--- config.mk ---
export PLATFORM = sky130hd
export DESIGN_NAME = vend_ctrl_multi
export DESIGN_NICKNAME = d
export VERILOG_FILES = /design/src/rtl/vend_pkg.sv /design/src/rtl/vend_stock_bank.sv /design/src/rtl/vend_ctrl_multi.sv
export SDC_FILE = /design/constraint.sdc
export NUM_CORES = 1
export LEC_CHECK = 0
export ABC_AREA = 1
export BUFFER_PORTS_ARGS = -buffer_cell sky130_fd_sc_hd__buf_4
export CAP_MARGIN = 20
export CORE_UTILIZATION = 42
export DETAILED_ROUTE_END_ITERATION = 8
export GPL_TIMING_DRIVEN = 0
export SKIP_CTS_REPAIR_TIMING = 1
export SLEW_MARGIN = 0
export SYNTH_ARGS = -nofsm -noshare
export SYNTH_HDL_FRONTEND = slang
export SYNTH_SLANG_ARGS = --single-unit
export TNS_END_PERCENT = 10
--- constraint.sdc ---
create_clock -name clk -period 2.75 [get_ports clk]
set_input_delay 0.4125 -clock clk [delete_from_list [all_inputs] [get_ports clk]]
set_output_delay 0.4125 -clock clk [all_outputs]
set_load 0.05 [all_outputs]
--- src/rtl/vend_pkg.sv ---
// Shared definitions for the multi-item vending controller: coin codes,
// FSM states and the coin value / greedy change helpers.
package vend_pkg;

    localparam logic [1:0] COIN_NONE = 2'b00;
    localparam logic [1:0] COIN_5    = 2'b01;
    localparam logic [1:0] COIN_10   = 2'b10;
    localparam logic [1:0] COIN_20   = 2'b11;

    typedef enum logic [1:0] {
        IDLE   = 2'd0,
        CREDIT = 2'd1,
        VEND   = 2'd2,
        CHANGE = 2'd3
    } state_e;

    function automatic logic [4:0] coin_value(input logic [1:0] code);
        case (code)
            COIN_5:  return 5'd5;
            COIN_10: return 5'd10;
            COIN_20: return 5'd20;
            default: return 5'd0;
        endcase
    endfunction

    // Largest coin not exceeding the amount; credit is always a multiple of 5.
    function automatic logic [1:0] change_pick(input logic [31:0] amount);
        if (amount >= 32'd20) begin
            return COIN_20;
        end else if (amount >= 32'd10) begin
            return COIN_10;
        end else if (amount >= 32'd5) begin
            return COIN_5;
        end else begin
            return COIN_NONE;
        end
    endfunction

endpackage

--- src/rtl/vend_stock_bank.sv ---
// Per-item stock counters with load-all restock, one-hot decrement and a
// registered sold-out flag vector that always mirrors (stock == 0).
module vend_stock_bank
    import vend_pkg::*;
#(
    parameter int NUM_ITEMS  = 4,
    parameter int STOCK_W    = 4,
    parameter int INIT_STOCK = 15
) (
    input  logic                 clk,
    input  logic                 rst_n,
    input  logic                 load_i,
    input  logic                 dec_i,
    input  logic [NUM_ITEMS-1:0] dec_sel_i,
    output logic [NUM_ITEMS-1:0] sold_out_o
);

    localparam logic [STOCK_W-1:0] INIT_VAL = STOCK_W'(INIT_STOCK);

    logic [STOCK_W-1:0]   stock_q [NUM_ITEMS];
    logic [STOCK_W-1:0]   stock_d [NUM_ITEMS];
    logic [NUM_ITEMS-1:0] sold_out_q;
    logic [NUM_ITEMS-1:0] sold_out_d;

    always_comb begin
        for (int i = 0; i < NUM_ITEMS; i++) begin
            stock_d[i] = stock_q[i];
            if (load_i) begin
                stock_d[i] = INIT_VAL;
            end else if (dec_i && dec_sel_i[i] && (stock_q[i] != '0)) begin
                stock_d[i] = stock_q[i] - STOCK_W'(1);
            end
            sold_out_d[i] = (stock_d[i] == '0);
        end
    end

    always_ff @(posedge clk or negedge rst_n) begin
        if (!rst_n) begin
            for (int i = 0; i < NUM_ITEMS; i++) begin
                stock_q[i] <= INIT_VAL;
            end
            sold_out_q <= '0;
        end else begin
            for (int i = 0; i < NUM_ITEMS; i++) begin
                stock_q[i] <= stock_d[i];
            end
            sold_out_q <= sold_out_d;
        end
    end

    assign sold_out_o = sold_out_q;

endmodule

--- src/rtl/vend_ctrl_multi.sv ---
// Multi-item vending controller: saturating coin credit, per-item prices and
// stock, and greedy one-coin-per-cycle change return. All outputs registered.
module vend_ctrl_multi
    import vend_pkg::*;
#(
    parameter int NUM_ITEMS  = 4,
    parameter int CREDIT_W   = 8,
    parameter int STOCK_W    = 4,
    parameter int INIT_STOCK = 15,
    parameter int MAX_CREDIT = 60,
    parameter logic [NUM_ITEMS*CREDIT_W-1:0] PRICE_LIST = {8'd40, 8'd25, 8'd15, 8'd5}
) (
    input  logic                 clk,
    input  logic                 reset,
    input  logic [1:0]           money,
    input  logic [NUM_ITEMS-1:0] sel_item,
    input  logic                 cancel,
    input  logic                 restock,
    output logic [1:0]           change,
    output logic [NUM_ITEMS-1:0] item_out,
    output logic [CREDIT_W-1:0]  credit,
    output logic [NUM_ITEMS-1:0] sold_out,
    output logic                 deny,
    output logic                 coin_reject,
    output logic                 busy
);

    localparam int CW1 = CREDIT_W + 1;

    state_e               state_q, state_d;
    logic [CREDIT_W-1:0]  credit_q, credit_d;
    logic [1:0]           change_q, change_d;
    logic [NUM_ITEMS-1:0] item_q, item_d;
    logic                 deny_q, deny_d;
    logic                 reject_q, reject_d;
    logic                 busy_q, busy_d;

    logic                 sel_onehot;
    logic [CREDIT_W-1:0]  price_sel;
    logic [CREDIT_W:0]    coin_sum;
    logic [1:0]           pick_coin;
    logic [CREDIT_W-1:0]  pick_val;
    logic                 accept;
    logic                 coin_blocked;
    logic                 restock_en;

    assign sel_onehot = (sel_item != '0) && ((sel_item & (sel_item - NUM_ITEMS'(1))) == '0);
    assign coin_sum   = {1'b0, credit_q} + CW1'(coin_value(money));
    assign pick_coin  = change_pick(32'(credit_q));
    assign pick_val   = CREDIT_W'(coin_value(pick_coin));

    // Selection is one-hot when it matters, so OR-ing the slices acts as a mux.
    always_comb begin
        price_sel = '0;
        for (int i = 0; i < NUM_ITEMS; i++) begin
            if (sel_item[i]) begin
                price_sel = price_sel | PRICE_LIST[i*CREDIT_W +: CREDIT_W];
            end
        end
    end

    always_comb begin
        state_d      = state_q;
        credit_d     = credit_q;
        change_d     = COIN_NONE;
        item_d       = '0;
        deny_d       = 1'b0;
        reject_d     = 1'b0;
        accept       = 1'b0;
        coin_blocked = 1'b0;
        restock_en   = 1'b0;

        case (state_q)
            IDLE, CREDIT: begin
                if ((state_q == CREDIT) && cancel) begin
                    state_d      = CHANGE;
                    change_d     = pick_coin;
                    credit_d     = credit_q - pick_val;
                    coin_blocked = 1'b1;
                end else if (sel_item != '0) begin
                    if ((state_q == CREDIT) && sel_onehot && ((sel_item & sold_out) == '0)
                        && ({1'b0, credit_q} >= {1'b0, price_sel})) begin
                        accept       = 1'b1;
                        state_d      = VEND;
                        item_d       = sel_item;
                        credit_d     = credit_q - price_sel;
                        coin_blocked = 1'b1;
                    end else begin
                        deny_d = 1'b1;
                    end
                end

                // A coin only counts when no cancel or vend claimed this cycle.
                if (money != COIN_NONE) begin
                    if (coin_blocked || (coin_sum > CW1'(MAX_CREDIT))) begin
                        reject_d = 1'b1;
                    end else begin
                        credit_d = coin_sum[CREDIT_W-1:0];
                        state_d  = CREDIT;
                    end
                end
                restock_en = ~accept;
            end

            VEND, CHANGE: begin
                reject_d = (money != COIN_NONE);
                if (credit_q != '0) begin
                    state_d  = CHANGE;
                    change_d = pick_coin;
                    credit_d = credit_q - pick_val;
                end else begin
                    state_d = IDLE;
                end
            end

            default: state_d = IDLE;
        endcase

        busy_d = (state_d == VEND) || (state_d == CHANGE);
    end

    always_ff @(posedge clk or negedge reset) begin
        if (!reset) begin
            state_q  <= IDLE;
            credit_q <= '0;
            change_q <= COIN_NONE;
            item_q   <= '0;
            deny_q   <= 1'b0;
            reject_q <= 1'b0;
            busy_q   <= 1'b0;
        end else begin
            state_q  <= state_d;
            credit_q <= credit_d;
            change_q <= change_d;
            item_q   <= item_d;
            deny_q   <= deny_d;
            reject_q <= reject_d;
            busy_q   <= busy_d;
        end
    end

    vend_stock_bank #(
        .NUM_ITEMS  (NUM_ITEMS),
        .STOCK_W    (STOCK_W),
        .INIT_STOCK (INIT_STOCK)
    ) u_stock (
        .clk        (clk),
        .rst_n      (reset),
        .load_i     (restock && restock_en),
        .dec_i      (accept),
        .dec_sel_i  (sel_item),
        .sold_out_o (sold_out)
    );

    assign change      = change_q;
    assign item_out    = item_q;
    assign credit      = credit_q;
    assign deny        = deny_q;
    assign coin_reject = reject_q;
    assign busy        = busy_q;

endmodule
Word-level counts from Yosys, hierarchy flattened:

Index checks and enable logic that the tools add are counted.

* logic and storage cells: 125
* input bits: 10
* register bits: 39

* eq/ne operators: 12
* bitwise logic cells: 3
* multiplexer cells: 53
* $lt $le $gt $ge: 5
* reductions and logical operators: 32
* add/subtract/negate cells: 8

Operator list (number)
* 4-bit 2-to-1 mux: 13
* 8-bit 2-to-1 mux: 6
* 5-bit case mux with 3 select lines: 2
* 4-bit zero test: 6
* 2-bit 2-to-1 mux: 10
* 4-bit nonzero test: 5
* 4-bit by 1-bit subtractor with 4-bit output, second input constant: 5
* 2-bit == test, second input constant: 8
* 8-bit case mux with 2 select lines: 1
* 1-bit 2-to-1 mux: 15
* 1-bit logical AND: 14
* 8-bit by 5-bit adder with 9-bit output: 1
* 9-bit by 6-bit > comparator with 1-bit output, second input constant: 1
* 4-bit AND: 2
* 8-bit by 3-bit >= comparator with 1-bit output, second input constant: 1
* 8-bit by 4-bit >= comparator with 1-bit output, second input constant: 1
* 8-bit by 5-bit >= comparator with 1-bit output, second input constant: 1
* 8-bit >= comparator: 1
* 2-bit case mux with 2 select lines: 2
* 8-bit nonzero test: 1
* 8-bit by 5-bit subtractor with 8-bit output: 1
* 8-bit subtractor: 1
* 2-bit by 1-bit == test with 1-bit output, second input constant: 3
* 6-bit 2-to-1 mux: 1
* other kinds (9): 11

Logic depth before layout (Yosys ltp):

Gate-level depths: netlist of run 1.

* depth after elaboration: 17
* depth in mapped cells: 22
* gate-level depth less buffers: 21

By module:

From an unflattened synthesis of run 1, not the netlist that was laid out.

* cells, all modules: 485
* area total of the unflattened synthesis: 3370.7 um^2

By module, submodules not included
* vend_ctrl_multi: area an instance 2057.0 um^2, cells an instance 325, instances 1
* vend_stock_bank: area an instance 1313.8 um^2, cells an instance 160, instances 1

Least setup slack after synthesis of run 1:

No wires, ideal clock.

* kind: register to register
* from: register credit_q[6] (netlist: credit[6])
* to: register credit_q[4] (netlist: credit[4])
* stages on the path, launching flop included: 22
* arrival: 2772 ps
* path slack: -140 ps
* library setup time: 118 ps
* buffers on the path: 1
* required time: 2632 ps
* cells stage by stage: dfrtp_1 -> buf_2 -> inv_2 -> nand2_1 -> nor2_1 -> inv_1 -> nor2_1 -> inv_1 -> nor2_1 -> inv_1 -> nor2_1 -> ha_1 -> inv_1 -> fa_1 -> nand3_1 -> nand2_1 -> xor2_1 -> o22ai_1 -> nor2_1 -> nand2_1 -> nand3_1 -> nand2_1

* longest elaborated chain between the ends: 11

Ends and longest elaborated chain
* from (decl): line vend_ctrl_multi.sv:31 `logic [CREDIT_W-1:0] credit_q, credit_d;`
* from (signal assigned): line vend_ctrl_multi.sv:133 `credit_q <= credit_d;`
* 8-bit by 3-bit >= comparator with 1-bit output: line vend_pkg.sv:32 `end else if (amount >= 32'd5) begin`
* 1-bit 2-to-1 mux: line vend_pkg.sv:32
* 2-bit 2-to-1 mux: line vend_pkg.sv:30 `end else if (amount >= 32'd10) begin`
* 2-bit 2-to-1 mux: line vend_pkg.sv:28 `if (amount >= 32'd20) begin`
* 2-bit == test or 2-bit by 1-bit == test with 1-bit output (tied branches): line vend_pkg.sv:18 `case (code)`
* 5-bit case mux with 3 select lines: line vend_pkg.sv:18
* 8-bit by 5-bit subtractor with 8-bit output: line vend_ctrl_multi.sv:78, vend_ctrl_multi.sv:110
* 8-bit 2-to-1 mux: line vend_ctrl_multi.sv:75 `if ((state_q == CREDIT) && cancel) begin`
* 8-bit 2-to-1 mux: line vend_ctrl_multi.sv:95 `if (coin_blocked || (coin_sum > CW1'(MAX_CREDIT))) begin`
* 8-bit 2-to-1 mux: line vend_ctrl_multi.sv:94 `if (money != COIN_NONE) begin`
* 8-bit case mux with 2 select lines: line vend_ctrl_multi.sv:73 `case (state_q)`

Several ways; a longest one is shown, not always the timed one. The select of a mux whose other input is x is not followed.
A chain may end at the register's enable or synchronous reset.

Worst setup path in the final report of run 1:

* from: register credit_q[7] (netlist: credit[7])
* to: register credit_q[6] (netlist: credit[6])

The elaborated chain is that of the path after synthesis.

==> results of run 1 <==
report_power, final:
part | internal [mW] | total, mW | switching [mW]
clock | 0.228 | 0.436 | 0.207
combinational | 1.10 | 3.04 | 1.94
sequential | 0.815 | 1.03 | 0.211
worst max path at each step:
stage	start	to	slack, ps	cells after the start
floorplan	credit[6]$_DFFE_PN0P_	credit[5]$_DFFE_PN0P_	-3	21
global placement	credit[5]$_DFFE_PN0P_	credit[5]$_DFFE_PN0P_	-340	19
detailed placement	credit[5]$_DFFE_PN0P_	credit[5]$_DFFE_PN0P_	-350	19
CTS	credit[6]$_DFFE_PN0P_	credit[5]$_DFFE_PN0P_	-360	21
global route	credit[7]$_DFFE_PN0P_	credit[6]$_DFFE_PN0P_	-240	19
finish	credit[7]$_DFFE_PN0P_	credit[6]$_DFFE_PN0P_	-80	19
kinds of logic (layout without fill, tap and decap cells):
logic type	Yosys count	count (layout)	synth area share
compound gates	44	44	0.0753
simple gates	259	259	0.371
buf+inv	101	147	0.122
fa+ha+maj	21	21	0.0866
xor+xnor	13	13	0.0355
flops	39	39	0.310
flip-flops by register name (all words and copies together) (netlist names):
signal / flops
u_stock.stock_q: 16
credit: 8
item_out: 4
u_stock.sold_out_o: 4
change: 2
state_q: 2
busy: 1
coin_reject: 1
deny: 1
worst max-delay path: stages, from the launching register on:
cell,delay (ps)
dfrtp_2,440
inv_2,110
nand2_4,70
nor2_4,110
inv_2,40
nor2_2,110
inv_1,60
nor2_2,130
inv_2,70
nor2_4,160
ha_4,140
inv_1,70
fa_2,400
nand4_1,110
o2111ai_2,160
xor2_1,270
inv_1,60
nand2_1,60
nand4_1,100
nand2_1,90
per-layer routing:
metal | global-route usage | wire [microns] | vias to the layer above
li1 | - | - | 1586
met4 | 0.0736 | 194 | 0
met5 | 0 | 0 | -
met2 | 0.389 | 4010 | 51
met3 | 0.0342 | 195 | 19
met1 | 0.255 | 3540 | 1400
layout make-up:
class	count	area, sq um
clock buffers	7	96.3
inverters	95	362
plain buffers	4	27.5
repair buffers	40	300
clock inverters	1	7.51
fillers	738	3480
flip-flops and latches	39	1000
multi-input cells	337	1930
well taps	99	124
cell usage in the layout, fill, tap and decap left out, types with 13 or more instances in the layout:
cell type  netlist  routed
dfstp_2         16      16
buf_4            0      40
a21oi_1         16      15
nand2_1        123     120
nand3_1         42      41
ha_1            19      16
dfrtp_1         23      16
inv_1           93      90
nor2_1          53      48
o21ai_0         15      13
through the flow:
step	cells	hold WS [ps]	power [mW]	worst slack (ps)
global placement	605	414	3.66	-340
finish	622	80.4	4.50	-81.3
detailed placement	605	421	3.70	-346
floorplan	477	117	3.02	-2.87
CTS	613	94.9	4.15	-363
global route	622	121	4.94	-245
==> impl_metrics.tcl, run 1 <==
set metrics [dict create \
    vias 3056 \
    start_util 0.438 \
    clkSinkCount 39 \
    synth_seq_cells 39 \
    numCtsBuffers 5 \
    hold_path_class "in -> async" \
    leakagePower_nw 2.05 \
    syn_inst 477 \
    powerDensity_nw_per_um2 1170 \
    grt_max_degree 40 \
    ir_drop_v 0.000381 \
    max_slew.worst_pin.slew_ps 731 \
    drt_iter0_drc 130 \
    grt_first_pass_wirelength_microns 13000 \
    totalWireLength_microns 7940 \
    worstRegToRegCells 19 \
    final_cell_area_sq_um 3850 \
    synth-edff-count 0 \
    startpoint_type "flip-flop" \
    critPathKind "reg -> reg" \
    post_dp_cell_area_sq_um 3560 \
    synth_async_sr_flop_share 1.00 \
    critical_path_required_ps 2980 \
    die_h_microns 89.4 \
    clk_pin_slew_worst_paths_ps 80 \
    r2r-start "credit[7]$_DFFE_PN0P_" \
    clock_skew_ps 7.05 \
    h-tree-depth 2 \
    place_congestion 0.839 \
    drc 0 \
    cts_tree "done" \
    synth_area_sq_um 3210 \
    worstPathMaxFanout 4 \
    worst_slack_ps -81.3 \
    final-max-slew-violation-count 0 \
    synth_fp_nets 508 \
    antenna_cells 0 \
    ys_seq_area_frac 0.310 \
    synthMostInstantiatedCell "nand2_1" \
    vias_per_cell 4.91 \
    final_core_util 0.525 \
    antenna_found_initial 0 \
    end_kind "flip-flop" \
    synth-main-ff-cell "dfrtp_1" \
    design.die.area_sq_um 7990 \
    coreArea_sq_um 7330 \
    post-dp-hpwl_microns 6080 \
    status "complete, but fails checks" \
    clockRootBuffer "clkbuf_8" \
    rsz0062_at_grt "true" \
    final.setup.tns_ps -167 \
    fmax_mhz 353 \
    die_w_microns 89.4 \
    ios 31 \
    synth.top_cell.area_share 0.179 \
    nets 553 \
    port_buffers 29 \
    cts.path.max_buffers 2 \
    grt_pass1_vias 2909 \
    layout-drive-gt1-share 0.218 \
    hold_viol_final 0 \
    synth.area.top_cells "dfrtp_1, nand2_1, dfstp_2, inv_1, ha_1" \
    ys_types 35 \
    arrival_ps 3060 \
    wl_per_cell_microns 12.8 \
    grt_usage 0.214 \
    relSlewSlack 0.511 \
    ys_warn_count 0 \
    finalCritPeriodShare 1.03 \
    syn_to_final_growth_pct 20.0 \
    overflow 0 \
    clk_latency_ps 290 \
    violations "setup timing" \
    finalSetupViolCount 3 \
    dr.pass1.iters 4 \
    maxCapViolCount 0 \
    r2r_slack_ps -80 \
    row_count 31 \
    synth_largest_area_cell "dfrtp_1" \
    syn_avg_cell_area_sq_um 6.73 \
    r2r-end "credit[6]$_DFFE_PN0P_" \
    ant_nets 0 \
    yosys-top-cells-count "nand2_1, inv_1, nor2_1" \
    fin_crit_ps 2830 \
]
(Power assumes the default switching activity.)
==> run 2, diff against run 1 <==
--- a/config.mk
+++ b/config.mk
@@ -11,6 +11,8 @@
 export CORE_UTILIZATION = 42
 export DETAILED_ROUTE_END_ITERATION = 8
 export GPL_TIMING_DRIVEN = 0
+export MAX_ROUTING_LAYER = met4
+export SETUP_SLACK_MARGIN = 0.15
 export SKIP_CTS_REPAIR_TIMING = 1
 export SLEW_MARGIN = 0
 export SYNTH_ARGS = -nofsm -noshare
==> run 2 against run 1 <==
The run still ends with setup timing left. Final area grew 1.5%. Non-clock buffer count is 2 higher. Clock power rose by 14%. Flip-flop and latch count unchanged. Die area stayed put. Critical path depth rose by 2. Sequential share of layout area shrank 0.39 points. Via count about the same. First-iteration DRC count grew 18%. Utilization increased by 0.80 points. Global-route usage is essentially flat. Maximum frequency increased by 1.2%. Critical endpoint is now credit[5]$_DFFE_PN0P_. Largest cell class unchanged. Largest power group unchanged.
==> impl_metrics.tcl, run 2 (synthesis results as in run 1) <==
set metrics [dict create \
    status "complete, but fails checks" \
    violations "setup timing" \
    worstPathMaxFanout 4 \
    final-max-slew-violation-count 0 \
    finalSetupViolCount 4 \
    fillers 736 \
    syn_to_final_growth_pct 21.8 \
    regMostFlops "u_stock.stock_q" \
    endpoint "credit[5]$_DFFE_PN0P_" \
    drt_iter0_drc 154 \
    clockRootBuffer "clkbuf_8" \
    ir_drop_v 0.000377 \
    worstRegToRegCells 21 \
    ant_nets 0 \
    cts_tree "done" \
    grt_first_pass_wirelength_microns 12700 \
    fin_crit_ps 2800 \
    finalCritPeriodShare 1.02 \
    r2r_slack_ps -50 \
    ios 31 \
    die_h_microns 89.4 \
    largest_reg_flops 16 \
    mostFrequentLayoutCell "nand2_1" \
    clock_skew_ps 11.5 \
    relSlewSlack 0.529 \
    port_buffers 29 \
    antenna_found_initial 0 \
    grt_max_degree 40 \
    totalWireLength_microns 7950 \
    grt_usage 0.214 \
    start_util 0.438 \
    r2r-start "credit[6]$_DFFE_PN0P_" \
    clkSinkCount 39 \
    row_count 31 \
    coreArea_sq_um 7330 \
    grt_pass1_vias 2819 \
    leakagePower_nw 2.07 \
    max_slew.worst_pin.slew_ps 703 \
    overflow 0 \
    vias_per_cell 4.89 \
    end_kind "flip-flop" \
    drc 0 \
    dr.pass1.iters 4 \
    clk_pin_slew_worst_paths_ps 80 \
    worstSetupStartpoint "credit[6]$_DFFE_PN0P_" \
    wl_per_cell_microns 12.7 \
    vias 3054 \
    critPathKind "reg -> reg" \
    nets 555 \
    final_cells 624 \
    final_cell_mix "nand2_1, inv_1, nor2_1" \
    rsz0062_at_grt "true" \
    clk_latency_ps 290 \
    cts.path.max_buffers 2 \
    antenna_cells 0 \
    maxCapViolCount 0 \
    place_congestion 0.844 \
    hold_viol_final 0 \
    worst_slack_ps -47.8 \
    design.die.area_sq_um 7990 \
    hold_path_class "in -> async" \
    arrival_ps 3030 \
    fmax_mhz 357 \
    startpoint_type "flip-flop" \
    h-tree-depth 2 \
    critical_path_required_ps 2980 \
    post-dp-hpwl_microns 6140 \
    numCtsBuffers 5 \
    die_w_microns 89.4 \
    final_core_util 0.533 \
    powerDensity_nw_per_um2 1180 \
    layout-drive-gt1-share 0.223 \
    dp.cells 605 \
    r2r-end "credit[5]$_DFFE_PN0P_" \
]
==> run 2: changes by cell type in the layout (fill, tap and decap cells not counted), sizes merged <==
cell      delta
clkbuf       -2
buf          +3
bufinv       +1
inv          +1
clkinvlp     -1
==> run 2: power breakdown <==
| group | internal [mW] | total, mW | switching (mW) | leakage, nW |
|---|---|---|---|---|
| clock network | 0.294 | 0.499 | 0.205 | 0.0612 |
| registers | 0.815 | 1.00 | 0.185 | 0.440 |
| logic | 1.15 | 3.11 | 1.97 | 1.57 |
| total | 2.25 | 4.61 | 2.36 | 2.07 |
==> run 2: cell type report <==
| type | instances | area [sq um] | area share |
|---|---|---|---|
| Inverter | 95 | 364 | 0.0931 |
| Buffer | 6 | 46.3 | 0.0118 |
| Multi-Input combinational cell | 337 | 1950 | 0.499 |
| Clock buffer | 6 | 82.6 | 0.0211 |
| Clock inverter | 2 | 35.0 | 0.00896 |
| Tap cell | 99 | 124 | 0.0317 |
| Sequential cell | 39 | 1000 | 0.257 |
| Timing Repair Buffer | 40 | 300 | 0.0768 |
==> run 2: worst max-delay path, stage by stage, from the launching register on <==
cell and delay, ps:
dfrtp_2 410, buf_6 130, inv_8 50, nand2_4 50, nor2_4 110, inv_2 50
nor2_4 120, inv_2 50, nor2_4 120, inv_2 60, nor2_4 140, nor2_4 60
ha_4 310, a21oi_4 60, o211ai_1 360, nor2_1 110, nand3b_1 170, o21ai_1 100
nor2_1 60, nand2_1 70, nand3_1 60, nand2_1 70
==> run 2: worst min-delay path by stage <==
stage	start	to	slack [ps]	depth (start not counted)
floorplan	reset	busy$_DFF_PN0_	120	0
CTS	reset	coin_reject$_DFF_PN0_	90	1
finish	reset	credit[6]$_DFFE_PN0P_	70	1
detailed placement	reset	coin_reject$_DFF_PN0_	420	1
global placement	reset	coin_reject$_DFF_PN0_	420	1
global route	reset	coin_reject$_DFF_PN0_	110	1
==> run 2: through the flow <==
stage / setup TNS [ps] / worst slack, ps / power [mW] / hold slack, ps / cell area, sq um
after detailed placement: -2400 / -383 / 3.70 / 419 / 3560
after CTS: -1600 / -396 / 4.21 / 94.4 / 3680
final: -111 / -47.8 / 4.61 / 69.1 / 3910
after floorplan: -2.87 / -2.87 / 3.02 / 117 / 3220
after global placement: -1850 / -319 / 3.66 / 416 / 3560
after global routing: -814 / -153 / 5.03 / 110 / 3910
==> run 2: layer usage <==
layer,share of wire,up-vias,track usage,routed length [microns]
met1,0.46,1398,0.261,3640
li1,-,1583,-,-
met3,0.025,12,0.0286,196
met2,0.50,61,0.372,3960
met4,0.019,0,0.0548,152
met5,0,-,-,0
==> run 3, diff against run 2 <==
--- a/config.mk
+++ b/config.mk
@@ -8,10 +8,11 @@
 export ABC_AREA = 1
 export BUFFER_PORTS_ARGS = -buffer_cell sky130_fd_sc_hd__buf_4
 export CAP_MARGIN = 20
-export CORE_UTILIZATION = 42
+export CORE_UTILIZATION = 54
 export DETAILED_ROUTE_END_ITERATION = 8
 export GPL_TIMING_DRIVEN = 0
 export MAX_ROUTING_LAYER = met4
+export PLACE_DENSITY = 0.77
 export SETUP_SLACK_MARGIN = 0.15
 export SKIP_CTS_REPAIR_TIMING = 1
 export SLEW_MARGIN = 0
==> run 3 against run 2 <==
The run still ends with setup timing left. Routed wire length increased by 3.1%. Via count increased by 6.9%. Final cell count decreased by 4.2%. Non-clock buffer count increased by 1. Global-route usage increased by 6.4 points. Die area decreased by 22%. First-iteration DRC count increased by 40%. Critical endpoint is now credit[7]$_DFFE_PN0P_. Count of clock-buffer cells in the layout decreased by 1.
==> impl_metrics.tcl, run 3 (synthesis results as in run 1) <==
set metrics [dict create \
    status "complete, but fails checks" \
    violations "setup timing" \
    critPathKind "reg -> reg" \
    ant_nets 0 \
    clock_skew_ps 11.1 \
    r2r_slack_ps -170 \
    start_util 0.572 \
    relSlewSlack 0.438 \
    dr.pass1.iters 5 \
    post-place-ws_ps -315 \
    hold_path_class "in -> async" \
    overflow 0 \
    die_h_microns 79.1 \
    final_cell_area_sq_um 3880 \
    max_slew.worst_pin.slew_ps 839 \
    worst_hold_slack_ps 55.7 \
    final-max-slew-violation-count 0 \
    ir_drop_v 0.000874 \
    worstPathMaxFanout 6 \
    critical_path.cell_chain "buf_6 -> inv_8 -> nand2_4 -> nor2_4 -> inv_2 -> nor2_4 -> inv_2 -> nor2_4 -> inv_2 -> nor2_4 -> nor2_4 -> ha_4 -> buf_6 -> nand4_1 -> o211ai_1 -> nor3_1 -> xor2_1 -> nand2_1 -> nand2_1 -> nand2_1 -> nand2_1" \
    row_count 27 \
    powerDensity_nw_per_um2 1230 \
    place_congestion 0.899 \
    startpoint_type "flip-flop" \
    mostFrequentLayoutCell "nand2_1" \
    clkSinkCount 39 \
    leakagePower_nw 2.09 \
    wl_per_cell_microns 13.7 \
    syn_to_final_growth_pct 21.1 \
    antenna_found_initial 0 \
    largest_reg_flops 16 \
    worst_slack_ps -167 \
    path_buf_inv 6 \
    cts.path.max_buffers 2 \
    r2r-start "credit[6]$_DFFE_PN0P_" \
    cp_common_cell "nor2_4" \
    ios 31 \
    die_w_microns 79.1 \
    design.die.area_sq_um 6250 \
    crit_slowest_cell "dfrtp_2" \
    fin_crit_ps 2920 \
    worstRegToRegCells 21 \
    layout-drive-gt1-share 0.219 \
    grt_pass1_vias 3088 \
    clk_latency_ps 310 \
    hold_viol_final 0 \
    grt_max_degree 40 \
    maxCapViolCount 0 \
    r2r-end "credit[7]$_DFFE_PN0P_" \
    finalSetupViolCount 5 \
    finalCritPeriodShare 1.06 \
    crit_path_max_incr_delay_ps 410 \
    h-tree-depth 2 \
    clk_pin_slew_worst_paths_ps 100 \
    final_cell_mix "nand2_1, inv_1, nor2_1" \
    arrival_ps 3160 \
    post-dp-hpwl_microns 5730 \
    critical_path_required_ps 2990 \
    vias_per_cell 5.46 \
    antenna_cells 0 \
    clockRootBuffer "clkbuf_8" \
    numCtsBuffers 5 \
    drc 0 \
    drt_iter0_drc 215 \
    coreArea_sq_um 5610 \
    power_mw 4.77 \
    rsz0062_at_grt "true" \
    nets 556 \
    vias 3264 \
    totalWireLength_microns 8190 \
    grt_usage 0.278 \
    cts_tree "done" \
    end_kind "flip-flop" \
    fmax_mhz 343 \
    port_buffers 29 \
    regMostFlops "u_stock.stock_q" \
    grt_first_pass_wirelength_microns 13200 \
    cp_top_family "simple AND/OR/NAND/NOR gates" \
    post_dp_cell_area_sq_um 3530 \
]
==> run 3: cell types whose count changed in the layout (fill, tap and decap cells not counted), sizes merged <==
cell | before | now
bufinv | 1 | 2
inv | 95 | 96
clkinv | 1 | 0
buf | 46 | 47
clkbuf | 6 | 5
==> run 3: how the worst max path moves through the flow <==
| stage | startpoint | to | slack [ps] | cells after the start |
|---|---|---|---|---|
| after floorplan | credit[6]$_DFFE_PN0P_ | credit[5]$_DFFE_PN0P_ | -3 | 21 |
| after global placement | credit[6]$_DFFE_PN0P_ | credit[5]$_DFFE_PN0P_ | -260 | 21 |
| after detailed placement | credit[6]$_DFFE_PN0P_ | credit[5]$_DFFE_PN0P_ | -320 | 21 |
| after CTS | credit[6]$_DFFE_PN0P_ | credit[5]$_DFFE_PN0P_ | -350 | 21 |
| after global routing | credit[6]$_DFFE_PN0P_ | credit[7]$_DFFE_PN0P_ | -310 | 21 |
| final | credit[6]$_DFFE_PN0P_ | credit[7]$_DFFE_PN0P_ | -170 | 21 |
==> run 3: routing by layer <==
metal | track usage | up-vias | routed length [microns]
li1 | - | 1601 | -
met1 | 0.359 | 1506 | 3700
met2 | 0.444 | 135 | 3800
met3 | 0.0402 | 22 | 526
met4 | 0.104 | 0 | 165
met5 | - | - | 0
==> run 3: per-stage QoR <==
step | utilization | cells | setup TNS, ps
global placement | 0.629 | 578 | -992
floorplan | - | 477 | -2.87
detailed placement | 0.629 | 578 | -1690
finish | 0.693 | 598 | -514
CTS | 0.654 | 586 | -1350
global route | 0.693 | 598 | -1320
==> run 3: worst reg2reg max path, delay by kind of cell (launching register included) <==
kind | cells | cell delay, ps
buffers and inverters | 6 | 510
flip-flops | 1 | 410
XOR/XNOR | 1 | 220
AO/OA/AOI/OAI | 1 | 170
adder cells (fa/ha/maj) | 1 | 270
AND/OR/NAND/NOR | 12 | 1270
==> run 3: layout make-up <==
class / instances / area [sq um]
Multi-Input combinational cell: 337 / 1930
Clock buffer: 5 / 68.8
Clock inverter: 3 / 71.3
Timing Repair Buffer: 41 / 312
Fill cell: 469 / 1720
Sequential cell: 39 / 1000
Tap cell: 72 / 90.1
Inverter: 95 / 364
Buffer: 6 / 43.8
==> run 3: power by group <==
group	leakage, nW	total (mW)	internal [mW]	switching, mW
registers	0.442	0.999	0.812	0.187
logic	1.57	3.16	1.13	2.02
clock network	0.0703	0.612	0.369	0.243
total	2.09	4.77	2.31	2.45
